===== src/rtl/fetch_controller.sv =====
// Instruction fetch sequencer: issues aligned word reads, queues the returned bytes and
// presents a 4-byte window at the current PC to a variable-length decoder.
module fetch_controller #(
   parameter int unsigned              ADDRESS_WIDTH = 32,
   parameter int unsigned              DATA_WIDTH    = 32,
   parameter int unsigned              QUEUE_BYTES   = 16,
   parameter logic [ADDRESS_WIDTH-1:0] RESET_PC      = '0
) (
   input  logic                     clk,
   input  logic                     reset,
   input  logic                     i_enable,
   input  logic                     i_redirect,
   input  logic [ADDRESS_WIDTH-1:0] i_redirect_pc,
   output logic [ADDRESS_WIDTH-1:0] o_mem_address,
   output logic                     o_mem_cmd,
   output logic                     o_mem_valid,
   input  logic                     i_mem_ready,
   input  logic [DATA_WIDTH-1:0]    i_mem_data,
   input  logic                     i_mem_res_valid,
   output logic                     o_mem_res_ready,
   output logic [31:0]              o_window,
   output logic [2:0]               o_window_count,
   output logic                     o_window_valid,
   output logic [ADDRESS_WIDTH-1:0] o_window_pc,
   input  logic                     i_consume,
   input  logic [2:0]               i_consume_bytes,
   output logic [4:0]               o_occupancy
);

   localparam int unsigned PTR_W        = $clog2(QUEUE_BYTES);
   localparam logic        MEM_CMD_READ = 1'b0;
   localparam logic [4:0]  SPACE_LIMIT  = 5'(QUEUE_BYTES - 4);

   typedef enum logic [1:0] {
      S_REQ,
      S_WAIT,
      S_DROP
   } state_t;

   state_t                     state, state_next;
   logic [ADDRESS_WIDTH-1:0]   mem_address, mem_address_next;
   logic [1:0]                 skip, skip_next;
   logic [PTR_W-1:0]           rd_ptr, rd_ptr_next;
   logic [PTR_W-1:0]           wr_ptr, wr_ptr_next;
   logic [4:0]                 occupancy, occupancy_next;
   logic [ADDRESS_WIDTH-1:0]   window_pc, window_pc_next;
   logic [7:0]                 queue [QUEUE_BYTES];

   logic                       handshake;
   logic                       push;
   logic [2:0]                 push_bytes;
   logic                       consume_ok;
   logic [2:0]                 consume_n;
   logic [3:0]                 push_en;
   logic [PTR_W-1:0]           push_idx [4];

   assign o_mem_cmd       = MEM_CMD_READ;
   assign o_mem_res_ready = 1'b1;
   assign o_mem_address   = mem_address;
   assign o_window_pc     = window_pc;
   assign o_occupancy     = occupancy;

   // Gated by reset so no request is visible while the block is held in reset.
   assign o_mem_valid = !reset && (state == S_REQ) && i_enable && (occupancy <= SPACE_LIMIT);
   assign handshake   = o_mem_valid && i_mem_ready;

   assign push       = (state == S_WAIT) && i_mem_res_valid && !i_redirect;
   assign push_bytes = 3'd4 - {1'b0, skip};
   assign consume_ok = i_consume && (i_consume_bytes != 3'd0) && (i_consume_bytes <= 3'd4);
   assign consume_n  = !consume_ok                        ? 3'd0 :
                       (i_consume_bytes < o_window_count) ? i_consume_bytes : o_window_count;

   assign o_window_count = (occupancy >= 5'd4) ? 3'd4 : occupancy[2:0];
   assign o_window_valid = (o_window_count == 3'd4);

   // NOTE: every always_comb output gets a default first so no path can infer a latch.
   always_comb begin
      o_window = '0;
      for (int k = 0; k < 4; k++) begin
         o_window[8*k +: 8] = (occupancy > 5'(k)) ? queue[rd_ptr + PTR_W'(k)] : 8'h00;
      end
   end

   // Returned bytes below the skip offset belong before the PC and are never queued.
   always_comb begin
      for (int k = 0; k < 4; k++) begin
         push_en[k]  = push && (2'(k) >= skip);
         push_idx[k] = wr_ptr + PTR_W'(2'(k) - skip);
      end
   end

   always_comb begin
      state_next       = state;
      mem_address_next = mem_address;
      skip_next        = skip;
      rd_ptr_next      = rd_ptr;
      wr_ptr_next      = wr_ptr;
      occupancy_next   = occupancy;
      window_pc_next   = window_pc;

      if (i_redirect) begin
         rd_ptr_next      = '0;
         wr_ptr_next      = '0;
         occupancy_next   = '0;
         window_pc_next   = i_redirect_pc;
         mem_address_next = {i_redirect_pc[ADDRESS_WIDTH-1:2], 2'b00};
         skip_next        = i_redirect_pc[1:0];
         // A read already accepted for the old PC must be absorbed before issuing again.
         unique case (state)
            S_REQ:   state_next = handshake       ? S_DROP : S_REQ;
            S_WAIT:  state_next = i_mem_res_valid ? S_REQ  : S_DROP;
            S_DROP:  state_next = i_mem_res_valid ? S_REQ  : S_DROP;
            default: state_next = S_REQ;
         endcase
      end else begin
         unique case (state)
            S_REQ: begin
               if (handshake) state_next = S_WAIT;
            end
            S_WAIT: begin
               if (i_mem_res_valid) begin
                  state_next       = S_REQ;
                  skip_next        = 2'd0;
                  mem_address_next = mem_address + ADDRESS_WIDTH'(4);
               end
            end
            S_DROP: begin
               if (i_mem_res_valid) state_next = S_REQ;
            end
            default: state_next = S_REQ;
         endcase
         rd_ptr_next    = rd_ptr + PTR_W'(consume_n);
         wr_ptr_next    = push ? wr_ptr + PTR_W'(push_bytes) : wr_ptr;
         occupancy_next = occupancy + 5'(push ? push_bytes : 3'd0) - 5'(consume_n);
         window_pc_next = window_pc + ADDRESS_WIDTH'(consume_n);
      end
   end

   // NOTE: state registers use non-blocking assignments so every flop samples pre-edge values.
   always_ff @(posedge clk or posedge reset) begin
      if (reset) begin
         state       <= S_REQ;
         mem_address <= {RESET_PC[ADDRESS_WIDTH-1:2], 2'b00};
         skip        <= RESET_PC[1:0];
         rd_ptr      <= '0;
         wr_ptr      <= '0;
         occupancy   <= '0;
         window_pc   <= RESET_PC;
      end else begin
         state       <= state_next;
         mem_address <= mem_address_next;
         skip        <= skip_next;
         rd_ptr      <= rd_ptr_next;
         wr_ptr      <= wr_ptr_next;
         occupancy   <= occupancy_next;
         window_pc   <= window_pc_next;
      end
   end

   // NOTE: queue storage has no reset; occupancy alone decides which bytes are meaningful.
   always_ff @(posedge clk) begin
      for (int k = 0; k < 4; k++) begin
         if (push_en[k]) queue[push_idx[k]] <= i_mem_data[8*k +: 8];
      end
   end

endmodule


===== config.mk =====
export PLATFORM = sky130hd
export DESIGN_NAME = fetch_controller
export DESIGN_NICKNAME = d
export VERILOG_FILES = /design/src/rtl/fetch_controller.sv
export SDC_FILE = /design/constraint.sdc
export NUM_CORES = 1
export LEC_CHECK = 0
export ABC_CLOCK_PERIOD_IN_PS = 4600
export CAP_MARGIN = 20
export CORE_UTILIZATION = 45
export DETAILED_ROUTE_END_ITERATION = 12
export PLACE_DENSITY = 0.65
export RECOVER_POWER = 100
export SYNTH_ARGS = -nofsm -noshare
export SYNTH_HDL_FRONTEND = slang
export SYNTH_SLANG_ARGS = --single-unit

===== constraint.sdc =====
create_clock -name clk -period 4.6 [get_ports clk]
set_input_delay 0.46 -clock clk [delete_from_list [all_inputs] [get_ports clk]]
set_output_delay 0.46 -clock clk [all_outputs]
set_load 0.01 [all_outputs]

==> flow_summary.json <==
{
  "outcome": "finished, violations left",
  "violations": "max-capacitance violations, max-slew violations",
  "synth.largest_area_cell": "edfxtp_1",
  "path_max_fanout": 15,
  "synth_seq_cells": 207,
  "numCtsBuffers": 25,
  "cts_hold_buf": 0,
  "insertion_delay_ns": 0.56,
  "end_kind": "flip-flop",
  "cp_top_family": "compound AO/OA/AOI/OAI gates",
  "clockBufferDepth": 3,
  "clkTransAtPathRegs_ns": 0.06,
  "cap_violations": 3,
  "firstDrtPassIters": 6,
  "p_sw_share_pct": 35.6,
  "fin_skew_ns": 0.0130,
  "setup_tns_ns": 0,
  "finalHoldViolCount": 0,
  "drive_above_1_share_pct": 16.2,
  "core_area_um2": 40200,
  "multi_input_area_um2": 11900,
  "power.internal_mw": 4.71,
  "cp-start-kind": "flip-flop",
  "synth_area_per_cell_um2": 10.2,
  "cpPeakStageDelay_ns": 0.64,
  "ys_seq_area_share_pct": 31.4,
  "start_util_pct": 46.1,
  "pwr-share-clk_pct": 30.2,
  "netSwitchingPower_mw": 2.61,
  "p_per_area_nw_per_um2": 335,
  "avgViaCountPerCell": 7.09,
  "grt_usage_pct": 38.6,
  "wl_per_cell_um": 32.6,
  "path_buf_inv": 3,
  "grt-ovfl-total": 0,
  "grt_first_pass_wirelength_mm": 116,
  "htree_levels": 1,
  "worstPathCellList": "inv_1 > ha_1 > fa_1 > or4_1 > clkbuf_1 > a21oi_1 > buf_4 > nor2_1 > a221oi_1",
  "fp.dieW_um": 205,
  "row_count": 73,
  "grt_pass1_vias": 16400,
  "drc": 0,
  "power.share.combinational_pct": 39.3,
  "drt_iter0_drc": 2636,
  "final.min_clock_period_ns": 4.53,
  "synthDistinctLibCells": 79,
  "setup-violations-final": 0,
  "cts.repair.resized": 0,
  "die_area_um2": 42000,
  "post_cts_buffers": 0,
  "slowest_stage": "a221oi_1",
  "ant_nets": 0,
  "tritoncts": "yes",
  "synth_area_um2": 18500,
  "synth_edf_count": 128,
  "synthesis.yosys.warnings": 0,
  "clock-sinks": 207,
  "place_congestion": 1.02,
  "dpl.hpwl_mm": 60.6,
  "pin_count": 182,
  "cts_root_buf": "clkbuf_16",
  "die_h_um": 205,
  "vias": 17700,
  "vdd_ir_drop_max_uv": 273,
  "max_slew.worst_pin.slew_ns": 2.19,
  "max_freq_mhz": 221,
  "hp-class": "in2reg",
  "synth_top_area_share_pct": 20.7,
  "slew_violations": 91,
  "fin_crit_sh_pct": 98.6,
  "fillers": 3652,
  "slew_headroom_pct": -45.8,
  "io_buffers": 177,
  "hold_ws_ns": 0.457,
  "pwr-share-seq_pct": 30.5,
  "antenna_found_initial": 4,
  "grt_max_degree": 65,
  "seqCellArea_um2": 5820,
  "async_reset_ff_share_pct": 38.2,
  "power_leakage_nw": 7.66,
  "nets": 2066,
  "required_ns": 4.85,
  "wl_mm": 81.2,
  "synth-main-ff-cell": "edfxtp_1",
  "rsz0062_at_grt": "false",
  "synth_area_leaders": "edfxtp_1 21%, mux4_2 17%, dfrtp_1 11%, mux2i_1 4.4%, nand2_1 3.2%",
  "criticalPathCategory": "reg2reg",
  "worstPathArrival_ns": 4.79,
  "syn_inst": 1815,
  "area_delta_synth_final_pct": 17.6
}
==> power by group through the flow <==
stage          Combinational (mW)  Clock, mW  Sequential, mW
6_report                     2.88       2.21            2.23
2_1_floorplan                1.67          0            2.24
3_3_place_gp                 2.88          0            2.26
4_1_cts                      2.92       2.23            2.23
5_1_grt                      3.06       2.30            2.25
3_5_place_dp                 2.91          0            2.27
==> per-layer routing <==
| metal | part of all wire [%] | global-route usage, % | vias to the layer above | wire length, um |
|---|---|---|---|---|
| met5 | 0.016 | 0 | - | 13 |
| met3 | 13 | 11.5 | 228 | 10400 |
| met2 | 43 | 56.8 | 1289 | 34800 |
| met4 | 4.4 | 13.8 | 2 | 3580 |
| met1 | 40 | 53.7 | 8704 | 32400 |
| li1 | - | - | 7442 | - |
==> kinds of logic (layout without fill, tap and decap cells) <==
group           count (synthesis)  in the layout  synth area share (%)
compound gates                490            490                  17.8
xor+xnor                       74             74                  3.66
fa+ha+maj                      47             47                  3.54
buf+inv                       207            354                  4.64
flops                         207            207                  31.4
mux                           259            259                  23.9
other cells                     2              5                0.0405
simple gates                  529            529                  15.0
==> worst reg2reg max path: cells and delay by family, from the launching register on <==
family / cells / cell delay (ns)
flip-flops: 1 / 0.60
AO/OA/AOI/OAI: 2 / 1.15
AND/OR/NAND/NOR: 2 / 0.65
adder cells (fa/ha/maj): 2 / 0.94
buffers and inverters: 3 / 0.89
==> state kept, by name, indices dropped and copies added, names as in the netlist <==
register / cells
queue: 128
o_window_pc: 32
o_mem_address: 30
o_occupancy: 5
rd_ptr: 4
wr_ptr: 4
skip: 2
state: 2
==> worst paths after layout <==
| path | start | to | slack [ns] | cells past startpoint |
|---|---|---|---|---|
| max | skip[1] | queue[7][6] | 0.07 | 9 |
| min | i_redirect | wr_ptr[0] | 0.46 | 3 |
| max reg2reg | skip[1] | queue[7][6] | 0.07 | 9 |
| min reg2reg | wr_ptr[0] | wr_ptr[0] | 0.53 | 2 |
| max in group asynchronous | reset | o_mem_address[22] | 0.94 | 3 |
| min in group asynchronous | reset | state[1] | 0.89 | 2 |
==> stage by stage <==
stage          area, um2  utilization [%]  instances  setup slack (ns)  total power, mW
2_1_floorplan      18600                -       1817             0.684             3.91
3_3_place_gp       21000             52.2       2443             0.505             5.15
3_5_place_dp       21000             52.2       2443             0.460             5.17
4_1_cts            21900             54.5       2489             0.420             7.38
5_1_grt            21800             54.3       2489            0.0267             7.60
6_report           21800             54.3       2490            0.0663             7.32
==> cells in the final DEF (no fill, tap or decap), types with 51 or more instances in the layout <==
cell type,Yosys,routed
dfrtp_1,79,77
clkdlybuf4s50_1,0,79
o21ai_0,70,75
mux2i_1,81,81
edfxtp_1,128,128
a211oi_1,51,51
o31ai_1,53,53
nor2_1,106,106
dlygate4sd3_1,0,97
buf_4,5,59
a21oi_1,97,98
nand3_1,51,51
mux4_2,144,144
nand2_1,156,156
==> cell type report <==
type | instances | area share [%]
Multi-Input combinational cell | 1403 | 54.5
Sequential cell | 207 | 26.7
Timing Repair Buffer | 260 | 10.8
Tap cell | 525 | 3.01
Clock buffer | 30 | 2.95
Clock inverter | 16 | 1.23
Inverter | 48 | 0.832
Antenna cell | 1 | 0.0115
==> cell usage after synthesis, types with 7 or more instances <==
cell and n:
nand3_1 51, xnor2_1 35, nand2_1 156, nand3b_1 14, clkbuf_1 100, or3_1 8
or4_1 12, ha_1 38, buf_1 17, nor4_1 41, dfrtp_1 79, a221oi_1 48
a31oi_1 42, o22ai_1 20, and3_1 18, nand4_1 17, nor2_1 106, and3b_1 7
xor2_1 35, buf_2 33, a21o_1 14, nor2b_1 33, o211ai_1 7, o21ai_0 70
o31ai_1 53, a21oi_1 97, inv_1 47, mux2_2 34, mux4_2 144, o21ai_1 17
fa_1 9, and4_1 8, o31a_1 7, edfxtp_1 128, nor3_1 16, o32ai_1 32
a22oi_1 7, mux2i_1 81, a211oi_1 51
Power figures use the tool's default switching activity.
